File: config.mk
export PLATFORM = sky130hd
export DESIGN_NAME = led_pattern_seq
export DESIGN_NICKNAME = d
export VERILOG_FILES = /design/src/rtl/led_pattern_seq.sv
export SDC_FILE = /design/constraint.sdc
export NUM_CORES = 1
export LEC_CHECK = 0
export ABC_AREA = 1
export BUFFER_PORTS_ARGS = -buffer_cell sky130_fd_sc_hd__buf_2
export CAP_MARGIN = 20
export CORE_MARGIN = 4
export CORE_UTILIZATION = 30
export DETAILED_ROUTE_END_ITERATION = 10
export PLACE_DENSITY_LB_ADDON = 0.12
export SYNTH_ARGS = -nofsm -noshare
export SYNTH_HDL_FRONTEND = slang
export SYNTH_SLANG_ARGS = --single-unit
File: constraint.sdc
create_clock -name clock -period 3.35 [get_ports clock]
set_input_delay 0.335 -clock clock [delete_from_list [all_inputs] [get_ports clock]]
set_output_delay 0.335 -clock clock [all_outputs]
set_load 0.02 [all_outputs]
File: src/rtl/led_pattern_seq.sv
// led_pattern_seq
//   Drives an LED bank from the single-cycle valid pulse of an upstream tick
//   counter. Every accepted tick either advances the selected pattern by one
//   step or reloads the seed for a newly selected or corrupted pattern. With
//   no tick, all state holds.
//
//   Patterns (i_mode): 00 SHIFT_L, 01 SHIFT_R, 10 FLASH, 11 PINGPONG.
//
//   Ports:
//     clock      - system clock, all state on the rising edge
//     i_reset    - asynchronous active-low reset (async assert, sync release)
//     i_valid    - one-cycle step tick from the upstream counter
//     i_mode     - pattern select, sampled only on ticks
//     i_prescale - (LED_PRESCALE_EN only) step on every (i_prescale+1)-th tick
//     o_led      - LED drive, 1 = lit
//     o_wrap     - one-cycle pulse on a pattern cycle boundary
//     o_mode     - currently latched mode
//
//   Build option: define LED_PRESCALE_EN to add i_prescale and the internal
//   2-bit tick prescaler. Without it every accepted tick is a step.
module led_pattern_seq #(
  parameter int unsigned NB_LEDS = 4,
  parameter int unsigned NB_MODE = 2
) (
  input  logic               clock,
  input  logic               i_reset,
  input  logic               i_valid,
  input  logic [NB_MODE-1:0] i_mode,
`ifdef LED_PRESCALE_EN
  input  logic [1:0]         i_prescale,
`endif
  output logic [NB_LEDS-1:0] o_led,
  output logic               o_wrap,
  output logic [NB_MODE-1:0] o_mode
);

  typedef enum logic [1:0] {
    SHIFT_L  = 2'b00,
    SHIFT_R  = 2'b01,
    FLASH    = 2'b10,
    PINGPONG = 2'b11
  } mode_t;

  // Action taken on the current cycle; the result lands in the output
  // registers on the same clock edge, so there is no multi-cycle latency.
  typedef enum logic [1:0] {
    IDLE_HOLD = 2'b00,
    STEP      = 2'b01,
    RELOAD    = 2'b10
  } state_t;

  localparam logic [NB_LEDS-1:0] LSB_HOT = {{(NB_LEDS-1){1'b0}}, 1'b1};
  localparam logic [NB_LEDS-1:0] MSB_HOT = {1'b1, {(NB_LEDS-1){1'b0}}};

  function automatic logic [NB_LEDS-1:0] seed_for(input mode_t m);
    case (m)
      SHIFT_R: seed_for = MSB_HOT;
      FLASH:   seed_for = '1;
      default: seed_for = LSB_HOT;
    endcase
  endfunction

  logic               dir_up;     // pingpong travel direction
  logic               flash_on;   // flash phase: 1 = all lit
`ifdef LED_PRESCALE_EN
  logic [1:0]         cnt;        // ticks accepted since the last step
`endif

  state_t             act;
  mode_t              cur_mode;
  mode_t              new_mode;
  logic               mode_chg;
  logic               legal;
  logic               step_due;
  logic               go_up;
  logic [NB_LEDS-1:0] step_led;
  logic               step_wrap;
  logic               step_dir;
  logic               step_phase;

  always_comb begin
    cur_mode   = mode_t'(o_mode);
    new_mode   = mode_t'(i_mode);
    mode_chg   = (i_mode != o_mode);

    // Shift-style modes need exactly one lit LED; flash needs all or none.
    case (cur_mode)
      FLASH:   legal = (&o_led) | ~(|o_led);
      default: legal = $onehot(o_led);
    endcase

`ifdef LED_PRESCALE_EN
    step_due = (cnt == i_prescale);
`else
    step_due = 1'b1;
`endif

    act = IDLE_HOLD;
    if (i_valid) begin
      if (mode_chg)
        act = RELOAD;
      else if (step_due)
        act = legal ? STEP : RELOAD;
    end

    step_led   = o_led;
    step_wrap  = 1'b0;
    step_dir   = dir_up;
    step_phase = flash_on;
    go_up      = 1'b0;
    case (cur_mode)
      SHIFT_L: begin
        step_led  = {o_led[NB_LEDS-2:0], o_led[NB_LEDS-1]};
        step_wrap = (step_led == LSB_HOT);
      end
      SHIFT_R: begin
        step_led  = {o_led[0], o_led[NB_LEDS-1:1]};
        step_wrap = (step_led == MSB_HOT);
      end
      FLASH: begin
        step_led   = flash_on ? '0 : '1;
        step_phase = ~flash_on;
        step_wrap  = ~flash_on;
      end
      default: begin
        // An end LED is never shown twice: the direction flips on the step
        // that lands on an end. The position checks also keep travel inward
        // should the direction register ever disagree with the LED position.
        go_up = dir_up ? ~o_led[NB_LEDS-1] : o_led[0];
        if (go_up) begin
          step_led = o_led << 1;
          step_dir = ~step_led[NB_LEDS-1];
        end else begin
          step_led  = o_led >> 1;
          step_dir  = step_led[0];
          step_wrap = step_led[0];
        end
      end
    endcase
  end

  always_ff @(posedge clock or negedge i_reset) begin
    if (!i_reset) begin
      o_led    <= LSB_HOT;
      o_mode   <= '0;
      o_wrap   <= 1'b0;
      dir_up   <= 1'b1;
      flash_on <= 1'b1;
`ifdef LED_PRESCALE_EN
      cnt      <= '0;
`endif
    end else begin
      o_wrap <= 1'b0;
      case (act)
        IDLE_HOLD: begin
`ifdef LED_PRESCALE_EN
          if (i_valid)
            cnt <= cnt + 2'd1;
`endif
        end
        STEP: begin
          o_led    <= step_led;
          o_wrap   <= step_wrap;
          dir_up   <= step_dir;
          flash_on <= step_phase;
`ifdef LED_PRESCALE_EN
          cnt      <= '0;
`endif
        end
        RELOAD: begin
          // On an illegal pattern i_mode equals o_mode, so the same path
          // reloads the current mode's seed.
          o_mode   <= i_mode;
          o_led    <= seed_for(new_mode);
          dir_up   <= 1'b1;
          flash_on <= 1'b1;
`ifdef LED_PRESCALE_EN
          cnt      <= '0;
`endif
        end
        default: ;
      endcase
    end
  end

endmodule

==> impl_metrics.py <==
metrics = {
    "placed_design": {
        "dp_slack_ns": 0.236,
        "port_buffers": 11,
        "gp_congestion": 0.933,
        "hpwl_um": 1670,
    },
    "synth": {
        "synth_cell_types": 22,
        "ys_warn_count": 0,
        "synthFlopType": "dfrtp_1",
        "synth-seq-cells": 9,
        "syn_avg_cell_area_um2": 7.08,
        "syn_inst": 122,
        "async_flop_share_pct": 100,
        "synth_fp_nets": 137,
        "synth-seq-area-share_pct": 26.5,
        "synth_area_um2": 863,
        "synth_edf_count": 0,
    },
    "pwr": {
        "p_seq_share_pct": 25.0,
        "peakVddDrop_mv": 0.471,
        "total_leakage_power_uw": 0.000533,
        "p_comb_share_pct": 66.6,
        "pwr-share-clk_pct": 8.4,
        "switching_share_pct": 54.1,
        "switching_power_uw": 560,
        "p_per_area_mw_per_mm2": 1070,
        "internal_power_uw": 476,
        "total_power_uw": 1040,
    },
    "run_status": {
        "outcome": "finished clean",
    },
    "critical_path": {
        "cp.required_ns": 3.49,
        "cp.arrival_ns": 3.25,
        "r2r-start": "o_led[0]",
        "startpoint": "o_led[0]",
        "reg2reg_to": "o_led[2]",
        "cp_max_fo": 8,
        "worstRegToRegCells": 12,
        "worst-setup-path-type": "reg -> reg",
        "r2r_slack_ns": 0.24,
        "cp-end-kind": "flop",
        "crit_path_start_kind": "flop",
    },
    "finish": {
        "area_delta_synth_final_pct": 12.3,
        "final_core_util_pct": 35.2,
        "diodes": 0,
        "nFillCells": 314,
        "layout-drive-gt1-share_pct": 21.3,
        "nets": 152,
    },
    "drt": {
        "top_layer": "met4",
        "drtPass1Iterations": 4,
        "wire_per_inst_um": 12.7,
        "vias": 809,
        "route.met2.wl_um": 959,
        "drc": 0,
        "viasPerCell": 4.84,
        "finalWirelength_um": 2120,
        "drtIter0Drc": 20,
        "met3WireLength_um": 110,
        "met1_length_um": 1020,
        "ant_nets": 0,
    },
    "hold_path": {
        "hold_path_class": "in -> reg",
        "hold_start": "i_mode[1]",
        "hold_end": "o_mode[1]",
        "whs_path_depth": 3,
    },
    "job": {
        "maxCapViolations": 0,
    },
    "grt": {
        "grtUsageTotal_pct": 12.5,
        "antenna_found_initial": 0,
        "overflow": 0,
        "grt_pass1_vias": 734,
        "grt_pass1_wl_um": 3380,
        "grt_max_degree": 10,
    },
    "cts": {
        "cts_buffers": 3,
        "h-tree-depth": 1,
        "cts_tree": "yes",
        "post_cts_buffers": 0,
        "cts_resized": 0,
        "clk_latency_ns": 0.26,
        "clockBufferDepth": 2,
        "root_buffer": "clkbuf_4",
        "cts.sinks": 9,
        "path_clk_slew_ns": 0.07,
    },
    "sta": {
        "min_period_ns": 3.11,
        "hold_viol": 0,
        "layout_setup_ws_ns": 0.238,
        "worst_hold_slack_ns": 0.345,
        "slew_headroom_pct": 78.3,
        "drv_slew": 0,
        "skew_ns": 0.00306,
        "worst_slew_pin_slew_ns": 0.325,
        "rsz0062_at_grt": "no",
        "final.setup.tns_ns": 0,
        "setup_viol": 0,
        "period_share_pct": 92.9,
        "fmax_mhz": 321,
    },
    "floorplan": {
        "io_pins": 12,
        "rows": 19,
        "core_area_mm2": 0.00276,
        "die_w_um": 61.6,
        "die_area_mm2": 0.00380,
        "die_y_um": 61.6,
        "start_util_pct": 31.3,
    },
}
-- state kept, by name, summed over array words and instances (netlist names) --
| register | flops |
|---|---|
| o_led | 4 |
| o_mode | 2 |
| flash_on | 1 |
| dir_up | 1 |
| o_wrap | 1 |
-- power by group through the flow --
| stage | combinational [µW] | sequential, µW | clock (µW) |
|---|---|---|---|
| finish | 690 | 259 | 86.8 |
| global route | 781 | 275 | 98.0 |
| CTS | 698 | 261 | 90.8 |
| detailed placement | 692 | 263 | 0 |
| global placement | 698 | 262 | 0 |
| floorplan | 532 | 268 | 0 |
-- worst max path at each step --
| stage | end | slack, ns | cells past startpoint |
|---|---|---|---|
| 2_1_floorplan | o_led[1] | 0.43 | 12 |
| 6_report | o_led[2] | 0.24 | 12 |
| 5_1_grt | o_led[2] | 0.03 | 12 |
| 4_1_cts | o_led[2] | 0.22 | 12 |
| 3_3_place_gp | o_led[2] | 0.22 | 12 |
| 3_5_place_dp | o_led[2] | 0.24 | 12 |
-- layout make-up --
cell class                 count  area [µm²]  area share (%)
clock buffer                   4        26.3            2.71
inverter                      20        75.1            7.74
multi-input combinational     89         520            53.7
sequential                     9         229            23.6
tap                           31        38.8            4.00
timing repair buffer          14        80.1            8.26
-- per-layer routing --
layer  up-vias  global-route usage (%)
met1       370                    16.7
met5         -                       0
met3         4                    4.40
met2        22                    19.3
met4         0                    3.03
li1        413                       -
-- stage by stage --
stage | std cells | cell area, µm²
finish | 167 | 970
global route | 167 | 970
CTS | 167 | 970
detailed placement | 162 | 933
global placement | 162 | 933
floorplan | 122 | 863
-- critical path, stage by stage (launching register included) --
cell	delay, ns
dfstp_2	0.63
inv_1	0.12
fa_1	0.54
inv_1	0.04
ha_1	0.17
ha_1	0.26
nor3b_1	0.24
o211ai_2	0.12
nor2_2	0.11
inv_1	0.07
ha_1	0.36
a21oi_1	0.22
a21oi_1	0.11
-- cells in the mapped netlist, types with 2 or more instances --
master   number  area, µm²
nand2_1      30        113
inv_1        17       63.8
nand3_1      15       75.1
ha_1          9        113
o21ai_0       8       40.0
nor2_1        7       26.3
a21oi_1       6       30.0
dfrtp_1       6        150
buf_6         3       33.8
dfstp_2       3       78.8
inv_2         3       11.3
nand2_2       3       18.8
nor2_4        2       22.5
xor2_1        2       17.5
-- timing repair --
item	4_1_cts	5_1_grt
hold buffers	1	0
hold endpoints to repair	6	0
setup endpoints to repair	0	0
-- cell usage in the layout, fill, tap and decap left out --
cell	n
o211ai_2	1
inv_2	3
nand4_1	1
nor2_1	7
clkbuf_1	1
nand3_1	15
dfrtp_1	6
nand2_1	30
o21ai_0	8
nor2_4	2
clkbuf_4	3
nand2_2	3
buf_4	2
a21o_1	1
a21oi_1	6
nor3b_1	1
dlygate4sd3_1	1
nor3_1	1
xor2_1	2
fa_1	1
buf_2	11
inv_1	17
nor2_2	1
ha_1	9
dfstp_2	3
-- logic make-up (layout without fill, tap and decap cells) --
kind of cell    count (synthesis)  in the layout  synth area share, %
simple gates                   61             61                 32.5
buf+inv                        24             38                 13.2
compound gates                 16             16                 10.4
fa+ha+maj                      10             10                 15.4
flops                           9              9                 26.5
xor+xnor                        2              2                 2.03
Note: power is estimated with default switching activity, not from simulation.
